==> config.mk <==
export PLATFORM = sky130hd
export DESIGN_NAME = fetch_stage_flat
export DESIGN_NICKNAME = d
export VERILOG_FILES = /design/src/rtl/riscv_pkg.sv /design/src/rtl/fetch_stage_if.sv /design/src/rtl/fetch_fifo.sv /design/src/rtl/fetch_stage.sv /design/src/flat_wrapper.sv
export SDC_FILE = /design/constraint.sdc
export NUM_CORES = 1
export LEC_CHECK = 0
export CAP_MARGIN = 20
export CORE_ASPECT_RATIO = 1.5
export CORE_MARGIN = 3
export CORE_UTILIZATION = 51
export CTS_BUF_LIST = sky130_fd_sc_hd__clkbuf_8
export DETAILED_ROUTE_END_ITERATION = 10
export GPL_TIMING_DRIVEN = 0
export PLACE_DENSITY_LB_ADDON = 0.2
export SLEW_MARGIN = 30
export SYNTH_ARGS = -nofsm -noshare
export SYNTH_HDL_FRONTEND = slang
export SYNTH_SLANG_ARGS = --single-unit
==> constraint.sdc <==
create_clock -name clk -period 6.47 [get_ports clk]
set_clock_uncertainty 0.15 [all_clocks]
set_input_delay 1.294 -clock clk [delete_from_list [all_inputs] [get_ports clk]]
set_output_delay 1.294 -clock clk [all_outputs]
set_load 0.1 [all_outputs]
==> src/rtl/riscv_pkg.sv <==
// Shared RV32I constants for the front end: data width, NOP encoding, default reset PC
// and word-alignment helper.
package riscv_pkg;
    localparam int              XLEN             = 32;
    localparam logic [XLEN-1:0] NOP_INSTR        = 32'h0000_0013;
    localparam logic [XLEN-1:0] RESET_PC_DEFAULT = 32'h0000_0000;

    function automatic logic [XLEN-1:0] align_word(input logic [XLEN-1:0] addr);
        return {addr[XLEN-1:2], 2'b00};
    endfunction
endpackage

==> src/rtl/fetch_stage_if.sv <==
// Instruction-memory fetch port: req/addr toward memory, gnt/rvalid/rdata back.
// Responses return in request order, at least one cycle after the grant.
interface fetch_stage_if;
    import riscv_pkg::*;

    logic            req;
    logic [XLEN-1:0] addr;
    logic            gnt;
    logic            rvalid;
    logic [XLEN-1:0] rdata;

    modport master (output req, addr, input gnt, rvalid, rdata);
    modport slave  (input req, addr, output gnt, rvalid, rdata);
endinterface

==> src/rtl/fetch_fifo.sv <==
// Generic synchronous FIFO with flush (flush beats push in the same cycle).
// Latency: pushed word readable on dout the next cycle; no overflow guard, caller owns credit.
// Backpressure: pop on empty is ignored; push+pop together keeps the count unchanged.
module fetch_fifo #(
    parameter  int DEPTH = 2,
    parameter  int WIDTH = 32,
    localparam int CW    = $clog2(DEPTH + 1),
    localparam int PW    = (DEPTH > 1) ? $clog2(DEPTH) : 1
) (
    input  logic             clk,
    input  logic             rst,
    input  logic             push,
    input  logic             pop,
    input  logic             flush,
    input  logic [WIDTH-1:0] din,
    output logic [WIDTH-1:0] dout,
    output logic             empty,
    output logic [CW-1:0]    count
);
    logic [WIDTH-1:0] mem_q [DEPTH];
    logic [PW-1:0]    wr_ptr_q, wr_ptr_d;
    logic [PW-1:0]    rd_ptr_q, rd_ptr_d;
    logic [CW-1:0]    count_q, count_d;
    logic             do_push, do_pop;

    function automatic logic [PW-1:0] ptr_inc(input logic [PW-1:0] p);
        return (p == PW'(DEPTH - 1)) ? '0 : p + PW'(1);
    endfunction

    assign do_push = push && !flush;
    assign do_pop  = pop && (count_q != '0) && !flush;

    always_comb begin
        wr_ptr_d = wr_ptr_q;
        rd_ptr_d = rd_ptr_q;
        count_d  = count_q;
        if (flush) begin
            wr_ptr_d = '0;
            rd_ptr_d = '0;
            count_d  = '0;
        end else begin
            if (do_push) wr_ptr_d = ptr_inc(wr_ptr_q);
            if (do_pop)  rd_ptr_d = ptr_inc(rd_ptr_q);
            case ({do_push, do_pop})
                2'b10:   count_d = count_q + CW'(1);
                2'b01:   count_d = count_q - CW'(1);
                default: count_d = count_q;
            endcase
        end
    end

    always_ff @(posedge clk or posedge rst) begin
        if (rst) begin
            wr_ptr_q <= '0;
            rd_ptr_q <= '0;
            count_q  <= '0;
        end else begin
            wr_ptr_q <= wr_ptr_d;
            rd_ptr_q <= rd_ptr_d;
            count_q  <= count_d;
        end
    end

    // Storage carries no reset; validity is tracked entirely by count_q.
    always_ff @(posedge clk) begin
        if (do_push) mem_q[wr_ptr_q] <= din;
    end

    assign dout  = mem_q[rd_ptr_q];
    assign empty = (count_q == '0);
    assign count = count_q;
endmodule

==> src/rtl/fetch_stage.sv <==
// RV32I fetch stage: PC, in-order imem requests, buffered words to IF/ID; FETCH_BUBBLE_CNT_EN adds a bubble counter.
// Latency: rvalid in cycle N shows on valid_f/instr_f in cycle N+1 (no bypass).
// Backpressure: stall_f holds the head; requests stop once in-flight + buffered words reach FIFO_DEPTH.
module fetch_stage
    import riscv_pkg::*;
#(
    parameter logic [XLEN-1:0] RESET_PC   = RESET_PC_DEFAULT,
    parameter int              FIFO_DEPTH = 2
) (
    input  logic            clk,
    input  logic            rst,
    input  logic            stall_f,
    input  logic            pc_src_e,
    input  logic [XLEN-1:0] pc_target_e,
    fetch_stage_if.master   imem,
    output logic [XLEN-1:0] pc_f,
    output logic [XLEN-1:0] pc_plus_4_f,
    output logic [XLEN-1:0] instr_f,
    output logic            valid_f,
    output logic [31:0]     bubble_cnt
);
    localparam int CW = $clog2(FIFO_DEPTH + 1);

    logic [XLEN-1:0] fetch_pc_q, fetch_pc_d;
    logic [XLEN-1:0] deliver_pc_q, deliver_pc_d;
    logic [CW-1:0]   outstanding_q, outstanding_d;
    logic [CW-1:0]   kill_cnt_q, kill_cnt_d;
    logic [CW-1:0]   outstanding_ret;
    logic [CW-1:0]   fifo_count;
    logic [XLEN-1:0] fifo_head;
    logic            fifo_empty;
    logic            credit_ok, grant, kill_hit, push, consume;

    // Any word already requested or buffered consumes one slot of credit.
    assign credit_ok = ({1'b0, outstanding_q} + {1'b0, fifo_count}) < (CW + 1)'(FIFO_DEPTH);
    assign imem.req  = !rst && !pc_src_e && credit_ok;
    assign imem.addr = fetch_pc_q;

    assign grant    = imem.req && imem.gnt;
    assign kill_hit = imem.rvalid && (kill_cnt_q != '0);
    assign push     = imem.rvalid && !kill_hit;
    assign consume  = valid_f && !stall_f && !pc_src_e;

    always_comb begin
        outstanding_ret = outstanding_q;
        if (imem.rvalid && (outstanding_q != '0)) outstanding_ret = outstanding_q - CW'(1);

        outstanding_d = outstanding_ret;
        if (grant && (outstanding_ret != CW'(FIFO_DEPTH))) outstanding_d = outstanding_ret + CW'(1);

        kill_cnt_d   = kill_cnt_q;
        fetch_pc_d   = fetch_pc_q;
        deliver_pc_d = deliver_pc_q;
        if (pc_src_e) begin
            // Everything still owed by memory after this cycle belongs to the old path.
            kill_cnt_d   = outstanding_ret;
            fetch_pc_d   = align_word(pc_target_e);
            deliver_pc_d = align_word(pc_target_e);
        end else begin
            if (kill_hit) kill_cnt_d   = kill_cnt_q - CW'(1);
            if (grant)    fetch_pc_d   = fetch_pc_q + 32'd4;
            if (consume)  deliver_pc_d = deliver_pc_q + 32'd4;
        end
    end

    always_ff @(posedge clk or posedge rst) begin
        if (rst) begin
            fetch_pc_q    <= RESET_PC;
            deliver_pc_q  <= RESET_PC;
            outstanding_q <= '0;
            kill_cnt_q    <= '0;
        end else begin
            fetch_pc_q    <= fetch_pc_d;
            deliver_pc_q  <= deliver_pc_d;
            outstanding_q <= outstanding_d;
            kill_cnt_q    <= kill_cnt_d;
        end
    end

    fetch_fifo #(
        .DEPTH (FIFO_DEPTH),
        .WIDTH (XLEN)
    ) u_fifo (
        .clk   (clk),
        .rst   (rst),
        .push  (push),
        .pop   (consume),
        .flush (pc_src_e),
        .din   (imem.rdata),
        .dout  (fifo_head),
        .empty (fifo_empty),
        .count (fifo_count)
    );

    assign valid_f     = !fifo_empty;
    assign instr_f     = fifo_empty ? NOP_INSTR : fifo_head;
    assign pc_f        = deliver_pc_q;
    assign pc_plus_4_f = deliver_pc_q + 32'd4;

`ifdef FETCH_BUBBLE_CNT_EN
    logic [31:0] bubble_cnt_q, bubble_cnt_d;

    always_comb begin
        bubble_cnt_d = bubble_cnt_q;
        if (!valid_f && !stall_f && !pc_src_e) bubble_cnt_d = bubble_cnt_q + 32'd1;
    end

    always_ff @(posedge clk or posedge rst) begin
        if (rst) bubble_cnt_q <= '0;
        else     bubble_cnt_q <= bubble_cnt_d;
    end

    assign bubble_cnt = bubble_cnt_q;
`else
    assign bubble_cnt = 32'd0;
`endif
endmodule
==> src/flat_wrapper.sv <==
// flat-port wrapper written by rule: the top's interface ports become plain ports
module fetch_stage_flat import riscv_pkg::*;
#(
    parameter logic [XLEN-1:0] RESET_PC   = RESET_PC_DEFAULT,
    parameter int              FIFO_DEPTH = 2
)
  (clk, rst, stall_f, pc_src_e, pc_target_e, pc_f, pc_plus_4_f, instr_f, valid_f, bubble_cnt, imem_req, imem_addr, imem_gnt, imem_rvalid, imem_rdata);
  fetch_stage_if imem_i ();
  input  logic clk;
  input  logic rst;
  input  logic stall_f;
  input  logic pc_src_e;
  input  logic [XLEN-1:0] pc_target_e;
  output logic [XLEN-1:0] pc_f;
  output logic [XLEN-1:0] pc_plus_4_f;
  output logic [XLEN-1:0] instr_f;
  output logic valid_f;
  output logic [31:0] bubble_cnt;
  output wire logic [$bits(imem_i.req)-1:0] imem_req;
  output wire logic [$bits(imem_i.addr)-1:0] imem_addr;
  input wire logic [$bits(imem_i.gnt)-1:0] imem_gnt;
  input wire logic [$bits(imem_i.rvalid)-1:0] imem_rvalid;
  input wire logic [$bits(imem_i.rdata)-1:0] imem_rdata;
  assign imem_req = imem_i.req;
  assign imem_addr = imem_i.addr;
  assign imem_i.gnt = imem_gnt;
  assign imem_i.rvalid = imem_rvalid;
  assign imem_i.rdata = imem_rdata;
  fetch_stage #(.RESET_PC(RESET_PC), .FIFO_DEPTH(FIFO_DEPTH)) u_core (.clk(clk), .rst(rst), .stall_f(stall_f), .pc_src_e(pc_src_e), .pc_target_e(pc_target_e), .imem(imem_i), .pc_f(pc_f), .pc_plus_4_f(pc_plus_4_f), .instr_f(instr_f), .valid_f(valid_f), .bubble_cnt(bubble_cnt));
endmodule
==> results of run 1 <==
## worst register-to-register path: cells and delay by family, from the launching register on
kind            cells  cell delay (ns)
flops               1             0.46
fa+ha+maj           1             0.49
buf+inv             1             0.14
simple gates        4             1.05
compound gates      2             0.46
## worst min path at each step
| stage | start | to | slack, ns | cells after the start |
|---|---|---|---|---|
| 2_1_floorplan | u_core.u_fifo.wr_ptr_q | u_core.u_fifo.wr_ptr_q | 0.37 | 2 |
| 3_3_place_gp | u_core.u_fifo.wr_ptr_q | u_core.u_fifo.wr_ptr_q | 0.38 | 2 |
| 3_5_place_dp | u_core.imem.addr[31] | u_core.imem.addr[31] | 0.39 | 2 |
| 4_1_cts | u_core.imem.addr[13] | u_core.imem.addr[13] | 0.42 | 1 |
| 5_1_grt | u_core.imem.addr[31] | u_core.imem.addr[31] | 0.44 | 2 |
| 6_report | u_core.imem.addr[13] | u_core.imem.addr[13] | 0.42 | 1 |
## state kept, by name, summed over array words and instances (netlist names)
signal,cells
u_core.outstanding_q,2
u_core.u_fifo.count,2
u_core.u_fifo.wr_ptr_q,1
u_core.pc_f,30
u_core.kill_cnt_q,2
u_core.u_fifo.rd_ptr_q,1
u_core.imem.addr,30
u_core.u_fifo.mem_q,64
## per-layer routing
layer	vias to the layer above	wire length, microns	part of all wire
met5	-	0	0
met4	0	732	0.034
met3	56	1750	0.081
met2	314	11500	0.53
met1	2949	7570	0.35
li1	2799	-	-
## kinds of logic after synthesis
| family | after synthesis |
|---|---|
| XOR/XNOR | 67 |
| AO/OA/AOI/OAI | 86 |
| flip-flops | 132 |
| AND/OR/NAND/NOR | 243 |
| buffers and inverters | 85 |
| adder cells (fa/ha/maj) | 6 |
| multiplexers | 40 |
| other | 1 |
## report_power, final
part           switching (mW)  internal, mW
sequential             0.0860         0.974
clock                   0.347         0.384
combinational            1.10         0.352
total                    1.54          1.71
## placed cells by master (no fill, tap or decap), types with 30 or more instances in the layout
cell type        netlist  layout
clkdlybuf4s50_1        0     189
nand3_1               30      30
o21ai_0               35      35
xor2_1                33      33
conb_1                 1      38
mux2i_1               36      36
buf_4                 39      46
edfxtp_1              64      64
dfrtp_1               68      68
xnor2_1               34      34
nand2_1               68      68
nor2_1                64      64
## layout make-up
class	count	area, sq um	area share
well taps	159	199	0.0204
plain buffers	69	427	0.0438
inverters	16	62.6	0.00642
repair buffers	199	1980	0.203
multi-input cells	480	3040	0.312
clock buffers	17	234	0.0240
clock inverters	14	180	0.0185
flip-flops and latches	132	3620	0.372
==> flow_summary_export.csv, run 1 <==
group,metric,value,unit
sta,drv_slew,0,
yosys,synth_mux_area_frac,0.0579,
yosys,synth_top_family_by_area,"simple AND/OR/NAND/NOR gates",
floorplanning,die_w,102,microns
sta,setup_violations,0,
clock_tree,cts_buffer_depth,2,
yosys,yosys.area.top_type,"edfxtp_1",
yosys,yosysUniqueCellTypes,51,
finish,nets,991,
worst_setup_path,crit_start,"u_core.pc_f[22]",
worst_setup_path,slowest_delay,1.16,ns
yosys,synthXorXnorAreaFrac,0.0839,
global_routing,grt.busiest_layer,"met2",
yosys,ys_ff_latch,132,
floorplanning,initial_core_util,0.530,
yosys,synth-edff-count,64,
floorplanning,core,13200,sq um
route,first_iter_violations,423,
placement,port_buffers,190,
finish,drive_gt1_frac,0.114,
sta,worst_pin_slew,1.03,ns
worst_setup_path,cp_top_family,"buffers and inverters",
worst_setup_path,critPathCaptureType,"primary output",
sta,max_slew_margin,0.310,
yosys,synth_ff_type,"dfrtp_1",
worst_setup_path,cp_num_buf_inv,2,
worst_setup_path,cp.depth,7,
floorplanning,die_area,15200,sq um
finish,fin_area,9740,sq um
sta,fin_ws,1.04,ns
yosys,ys_seq_area_frac,0.518,
worst_setup_path,crit-reg2reg-capture,"u_core.imem.addr[20]",
yosys,async_flop_share,0.515,
route,drt-total-wl,21500,microns
route,routed-via-count,6118,
finish,num-fill-cells,966,
global_routing,track_usage,0.286,
run_status,status,"complete, no violations",
sta,hold-worst-slack,0.417,ns
global_routing,met2_usage,0.520,
pwr,power.leakage,3.72,nW
global_routing,grt_pass1_vias,6246,
worst_setup_path,path_cells,"clkbuf_1, nand4_1, nor4_1, nand3_1, nor2_1, xor2_1, clkdlybuf4s50_1",
placement,hpwl,16400,microns
global_routing,use_met3,0.0709,
sta,hold_viol,0,
route,ant_nets,0,
worst_setup_path,cp_slowest_cell,"clkdlybuf4s50_1",
clock_tree,clkTransAtPathRegs,0.08,ns
yosys,syn_inst,660,
yosys,avgSynthCellArea,10.6,sq um
clock_tree,cts_resized,0,
pwr,peakVddDrop,0.000153,V
route,dr.pass1.iters,5,
route,drc,0,
yosys,synth_commonest_cells,"68 x dfrtp_1, 68 x nand2_1, 64 x edfxtp_1, 64 x nor2_1, 39 x buf_4",
clock_tree,holdBufCountCts,0,
worst_setup_path,critPathCapture,"pc_plus_4_f[31]",
global_routing,grt_max_degree,41,
floorplanning,ios,232,
sta,layout_min_cycle_time,5.43,ns
route,vias_per_cell,5.63,
global_routing,grt_use_met1,0.315,
clock_tree,h-tree-depth,4,
clock_tree,cts_sinks,132,
clock_tree,root_buffer,"clkbuf_8",
hold_path,worstHoldPathType,"reg -> reg",
sta,rsz0062_at_grt,"false",
worst_setup_path,worstSetupPathType,"reg -> out",
finish,instances_no_fill,1086,
placement,placed_area,9330,sq um
route,wire_per_inst,19.8,microns
placement,gp_congestion,0.989,
global_routing,overflow,0,
yosys,synth_area,7000,sq um
worst_setup_path,critical_path.max_fanout,9,
worst_setup_path,r2r_slack,3.58,ns
sta,setup_tns,0,ns
floorplanning,die_height,149,microns
clock_tree,clk_latency,0.44,ns
worst_setup_path,rr_worst_depth,8,
run,cap_violations,0,
worst_setup_path,crit_required,5.03,ns
clock_tree,cts_setup_buffers,0,
pwr,power,3.25,mW
finish,area_growth,39.2,%
yosys,yosysWarnings,0,
global_routing,antenna_found_initial,0,
placement,dp_cells,1055,
worst_setup_path,r2r-start,"u_core.u_fifo.count[0]",
yosys,synthAdderAreaFrac,0.0118,
placement,place_ws,1.51,ns
sta,fmax,0.184,GHz
yosys,synth.area.top_cells,"edfxtp_1 27%, dfrtp_1 24%, mux2i_1 5.2%",
yosys,yosys.area_share.simple,0.180,
sta,fin_crit_sh,0.839,
pwr,powerDensity,333,nW/um^2
floorplanning,fp-row-count,51,
finish,antennaDiodeCount,0,
worst_setup_path,cp-start-kind,"flip-flop",
global_routing,grt_pass1_wl,33200,microns
yosys,synth-compound-area-share,0.0781,
clock_tree,tritoncts,"yes",
worst_setup_path,worst_ep_arrival_time,3.98,ns
finish,fin_util,0.738,
yosys,yosysTopAreaCellShare,0.275,
clock_tree,numCtsBuffers,17,
Power figures use the tool's default switching activity.
==> run 2: changes to the inputs <==
CORE_UTILIZATION = 43   (was 51)
clock period = 4.9 ns   (was 6.47 ns; I/O delays follow)
==> flow_summary_export.csv, run 2 (synthesized netlist as in run 1, its figures left out) <==
group,metric,value,unit
pwr,pwr-share-comb,0.459,
route,drc,0,
finish,nets,991,
worst_setup_path,cp-start-kind,"flip-flop",
worst_setup_path,critPathCapture,"pc_plus_4_f[22]",
finish,instances_no_fill,1131,
pwr,powerDensity,425,nW/um^2
global_routing,use_met3,0.0656,
sta,layout_min_cycle_time,4.67,ns
finish,area_growth,39.3,%
global_routing,antenna_found_initial,0,
sta,fin_crit_sh,0.953,
pwr,power_frac_clock,0.204,
route,drt-total-wl,20100,microns
hold_path,worstHoldPathType,"reg -> reg",
route,first_iter_violations,269,
clock_tree,tritoncts,"yes",
placement,port_buffers,190,
pwr,p_switching,1.98,mW
worst_setup_path,worst_ep_arrival_time,3.54,ns
floorplanning,core,15800,sq um
pwr,peakVddDrop,0.000243,V
route,vias_per_cell,5.11,
worst_setup_path,worstSetupPathType,"reg -> out",
placement,hpwl,15700,microns
sta,rsz0062_at_grt,"false",
worst_setup_path,cp_slowest_cell,"clkdlybuf4s50_1",
floorplanning,fp-row-count,56,
finish,fin_area,9740,sq um
worst_setup_path,cp_num_buf_inv,3,
finish,largest_register_ffs,64,
global_routing,met2_usage,0.398,
worst_setup_path,slowest_delay,1.16,ns
pwr,p_sw_frac,0.479,
clock_tree,clk_latency,0.44,ns
clock_tree,root_buffer,"clkbuf_8",
global_routing,grt_pass1_vias,5802,
run,cap_violations,0,
global_routing,grt.busiest_layer,"met2",
placement,dp_cells,1099,
global_routing,grt_pass1_wl,30900,microns
global_routing,overflow,0,
clock_tree,cts_buffer_depth,2,
floorplanning,die_w,110,microns
sta,setup_violations,0,
floorplanning,die_height,162,microns
finish,antennaDiodeCount,0,
sta,fmax,0.214,GHz
worst_setup_path,crit_required,3.77,ns
sta,hold-worst-slack,0.393,ns
finish,drive_gt1_frac,0.117,
run_status,status,"complete, no violations",
worst_setup_path,crit_start,"u_core.pc_f[10]",
pwr,power.internal,2.16,mW
route,dr.pass1.iters,4,
finish,num-fill-cells,1389,
floorplanning,ios,232,
worst_setup_path,crit-reg2reg-capture,"u_core.imem.addr[26]",
pwr,pwr-share-seq,0.337,
route,wire_per_inst,17.7,microns
finish,regArea,3620,sq um
pwr,power.leakage,3.74,nW
floorplanning,die_area,17900,sq um
worst_setup_path,critPathCaptureType,"primary output",
placement,placed_area,9390,sq um
floorplanning,initial_core_util,0.444,
placement,place_ws,0.502,ns
clock_tree,holdBufCountCts,0,
sta,drv_slew,0,
finish,layout_commonest_cell,"clkdlybuf4s50_1",
placement,gp_congestion,0.883,
clock_tree,clkTransAtPathRegs,0.08,ns
sta,setup_tns,0,ns
sta,max_slew_margin,0.311,
worst_setup_path,cp.depth,7,
route,routed-via-count,5785,
sta,fin_ws,0.230,ns
global_routing,grt_max_degree,43,
worst_setup_path,r2r-start,"u_core.u_fifo.count[0]",
worst_setup_path,r2r_slack,2.02,ns
global_routing,grt_use_met1,0.257,
finish,top_register,"u_core.u_fifo.mem_q",
worst_setup_path,path_cells,"clkbuf_2, nand4_1, nor4_4, buf_4, nand3_1, xnor2_1, clkdlybuf4s50_1",
route,ant_nets,0,
finish,multi_input_area,3040,sq um
sta,hold_viol,0,
worst_setup_path,cp_top_family,"buffers and inverters",
sta,worst_pin_slew,1.03,ns
clock_tree,h-tree-depth,4,
worst_setup_path,rr_worst_depth,7,
clock_tree,numCtsBuffers,17,
finish,final_cell_mix,"182 x clkdlybuf4s50_1, 68 x nand2_1, 68 x dfrtp_1, 64 x nor2_1, 64 x edfxtp_1",
worst_setup_path,critical_path.max_fanout,10,
clock_tree,cts_sinks,132,
global_routing,track_usage,0.226,
==> run 2: changes by cell type in the layout (fill, tap and decap cells not counted), moves of 2 or more <==
cell | before | now
clkdlybuf4s50_1 | 189 | 182
clkinv_4 | 6 | 2
bufinv_16 | 3 | 1
buf_2 | 4 | 7
clkinvlp_4 | 1 | 4
dlymetal6s2s_1 | 0 | 4
clkinv_2 | 2 | 5
==> run 2: routing by layer <==
layer	wire [microns]	part of all wire	vias to the layer above
met1	7530	0.38	2752
met5	0	0	-
li1	-	-	2800
met2	10400	0.52	205
met4	561	0.028	0
met3	1580	0.078	28
==> run 2: worst min-delay path by stage <==
stage / cells after the start / from / to / slack, ns
finish: 1 / u_core.imem.addr[13] / u_core.imem.addr[13] / 0.39
global route: 1 / u_core.imem.addr[13] / u_core.imem.addr[13] / 0.43
CTS: 1 / u_core.imem.addr[13] / u_core.imem.addr[13] / 0.39
detailed placement: 1 / u_core.imem.addr[13] / u_core.imem.addr[13] / 0.38
global placement: 1 / u_core.imem.addr[13] / u_core.imem.addr[13] / 0.38
floorplan: 2 / u_core.u_fifo.wr_ptr_q / u_core.u_fifo.wr_ptr_q / 0.37
==> run 2: worst reg2reg max path, cell delays in order (launching register included) <==
cell,delay (ns)
dfrtp_1,0.45
and2_1,0.18
fa_1,0.48
nor4_4,0.31
and2_1,0.19
buf_6,0.14
nand4_1,0.36
o311ai_0,0.50
==> run 2: metrics by stage <==
step                      power (mW)  utilization
after floorplan                 2.87            -
after global placement          3.30        0.589
after detailed placement        3.33        0.596
after CTS                       4.17        0.619
after global routing            4.32        0.618
final                           4.14        0.618
==> run 2: power by group through the flow <==
stage                     Clock (mW)  Sequential [mW]  Combinational [mW]
after floorplan                    0             1.78                1.09
after global placement             0             1.42                1.88
after detailed placement           0             1.41                1.91
after CTS                      0.863             1.39                1.92
after global routing           0.921             1.41                1.99
final                          0.845             1.39                1.90
==> run 2: final cells by class <==
| type | instances | share of cell area |
|---|---|---|
| Inverter | 16 | 0.00642 |
| Sequential cell | 132 | 0.372 |
| Timing Repair Buffer | 199 | 0.203 |
| Buffer | 69 | 0.0438 |
| Clock inverter | 14 | 0.0118 |
| Multi-Input combinational cell | 480 | 0.312 |
| Tap cell | 203 | 0.0261 |
| Clock buffer | 18 | 0.0254 |
==> run 2: repair_timing <==
item                                    CTS  global route
buffers inserted                          0             0
endpoints found under the setup margin    0             4
resized for setup                         0             4
==> run 3: changes to the inputs <==
REMOVE_ABC_BUFFERS = 1   (was not set)
==> flow_summary_export.csv, run 3 (synthesized netlist as in run 1, its figures left out) <==
group,metric,value,unit
pwr,p_sw_frac,0.480,
worst_setup_path,cp-start-kind,"flip-flop",
finish,antennaDiodeCount,0,
placement,hpwl,15000,microns
finish,regArea,3620,sq um
worst_setup_path,cp_top_family,"simple AND/OR/NAND/NOR gates",
sta,hold_viol,0,
floorplanning,die_height,162,microns
pwr,pwr-share-comb,0.439,
run_status,status,"complete, no violations",
route,wl_met2,10100,microns
clock_tree,cts_buffer_depth,2,
pwr,pwr-share-seq,0.334,
clock_tree,tritoncts,"yes",
worst_setup_path,critical_path.max_fanout,8,
sta,fin_crit_sh,0.953,
clock_tree,clkTransAtPathRegs,0.09,ns
floorplanning,initial_core_util,0.444,
route,vias_per_cell,5.29,
sta,setup_violations,0,
floorplanning,core,15800,sq um
route,top_layer,"met4",
pwr,peakVddDrop,0.000228,V
finish,fin_util,0.600,
finish,num-fill-cells,1357,
run,cap_violations,0,
global_routing,grt_max_degree,63,
worst_setup_path,cp_slowest_cell,"nor4_1",
finish,nets,925,
route,routed-via-count,5637,
pwr,power_frac_clock,0.227,
placement,port_buffers,191,
finish,area_growth,35.1,%
sta,drv_slew,0,
hold_path,worstHoldPathType,"reg -> reg",
sta,worst_pin_slew,1.03,ns
clock_tree,cts_sinks,132,
placement,gp_congestion,0.933,
finish,drive_gt1_frac,0.0824,
pwr,power.leakage,3.56,nW
placement,placed_area,9040,sq um
sta,hold-worst-slack,0.398,ns
worst_setup_path,worstSetupPathType,"reg -> out",
floorplanning,fp-row-count,56,
worst_setup_path,path_cells,"nand4_2, nor4_1, nand3_1, xnor2_1, clkdlybuf4s15_1",
worst_setup_path,slowest_delay,0.85,ns
floorplanning,die_w,110,microns
floorplanning,ios,232,
finish,final_cell_mix,"178 x clkdlybuf4s50_1, 68 x nand2_1, 67 x dfrtp_1, 64 x edfxtp_1, 63 x nor2_1",
route,wire_per_inst,18.6,microns
pwr,p_switching,2.03,mW
finish,layout_commonest_cell,"clkdlybuf4s50_1",
route,dr_wl_met3,1540,microns
worst_setup_path,cp_num_buf_inv,1,
worst_setup_path,critPathCaptureType,"primary output",
global_routing,overflow,0,
global_routing,grt_pass1_vias,5734,
worst_setup_path,crit_start,"u_core.pc_f[5]",
worst_setup_path,worst_ep_arrival_time,3.54,ns
clock_tree,h-tree-depth,4,
worst_setup_path,r2r-start,"u_core.u_fifo.count[0]",
route,first_iter_violations,170,
route,wl_met1,7400,microns
route,ant_nets,0,
clock_tree,clk_latency,0.43,ns
finish,top_register,"u_core.u_fifo.mem_q",
sta,layout_min_cycle_time,4.67,ns
global_routing,grt_pass1_wl,30800,microns
pwr,powerDensity,449,nW/um^2
route,drc,0,
pwr,power,4.24,mW
clock_tree,numCtsBuffers,17,
route,drt-total-wl,19800,microns
route,dr.pass1.iters,5,
sta,rsz0062_at_grt,"false",
finish,largest_register_ffs,64,
sta,max_slew_margin,0.311,
finish,fin_area,9450,sq um
floorplanning,die_area,17900,sq um
pwr,power.internal,2.21,mW
sta,fmax,0.214,GHz
global_routing,antenna_found_initial,0,
clock_tree,root_buffer,"clkbuf_8",
worst_setup_path,crit_required,3.77,ns
global_routing,track_usage,0.223,
finish,multi_input_area,3050,sq um
hold_path,min-delay-start,"u_core.imem.addr[13]",
[run 3: cell count changes in the layout (fill, tap and decap cells not counted), moves of 2 or more]
| cell | before | now |
|---|---|---|
| buf_4 | 47 | 7 |
| clkbuf_1 | 22 | 0 |
| buf_2 | 7 | 0 |
| clkinv_2 | 5 | 0 |
| inv_6 | 1 | 6 |
| clkdlybuf4s50_1 | 182 | 178 |
| inv_8 | 0 | 4 |
| dlymetal6s2s_1 | 4 | 7 |
| clkbuf_2 | 2 | 4 |
| clkinvlp_4 | 4 | 2 |
| inv_1 | 16 | 14 |
[run 3: area by class of cell]
class                           instances  share of cell area
Tap cell                              203              0.0269
Inverter                               16             0.00662
Multi-Input combinational cell        480               0.322
Sequential cell                       132               0.383
Clock inverter                         15              0.0192
Timing Repair Buffer                  202               0.217
Clock buffer                           17              0.0248
[run 3: through the flow]
step	TNS (ns)	cells	setup WS, ns
2_1_floorplan	-0.403	628	-0.0862
3_3_place_gp	-152.74	1022	-2.42
3_5_place_dp	0	1033	0.285
4_1_cts	0	1065	0.0108
5_1_grt	0	1065	0.00613
6_report	0	1065	0.230
[run 3: repair_timing]
| action | in CTS | in global routing |
|---|---|---|
| cloned | 0 | 0 |
| buffers inserted | 0 | 0 |
| hold buffers | 0 | 0 |
| setup endpoints to repair | 4 | 11 |
| resized for setup | 4 | 14 |
[run 3: layer usage]
metal	vias to the layer above	GRT usage
li1	2667	-
met1	2718	0.259
met2	217	0.382
met3	35	0.0596
met4	0	0.0975
met5	-	0
[run 3: path summary, 6_finish.rpt]
path	end	cells after the start	slack (ns)
worst max-delay path	pc_plus_4_f[29]	5	0.23
worst min-delay path	u_core.imem.addr[13]	1	0.40
worst max register to register	u_core.imem.addr[20]	7	1.59
worst min register to register	u_core.imem.addr[13]	1	0.40
max in group asynchronous	u_core.pc_f[7]	3	3.24
min in group asynchronous	u_core.imem.addr[25]	2	0.81
[run 3: power by group through the flow]
stage	clock network (mW)	registers (mW)	logic, mW
5_1_grt	1.04	1.43	1.95
6_report	0.964	1.41	1.86
2_1_floorplan	0	1.80	1.02
4_1_cts	0.985	1.41	1.88
3_3_place_gp	0	1.45	1.81
3_5_place_dp	0	1.44	1.87
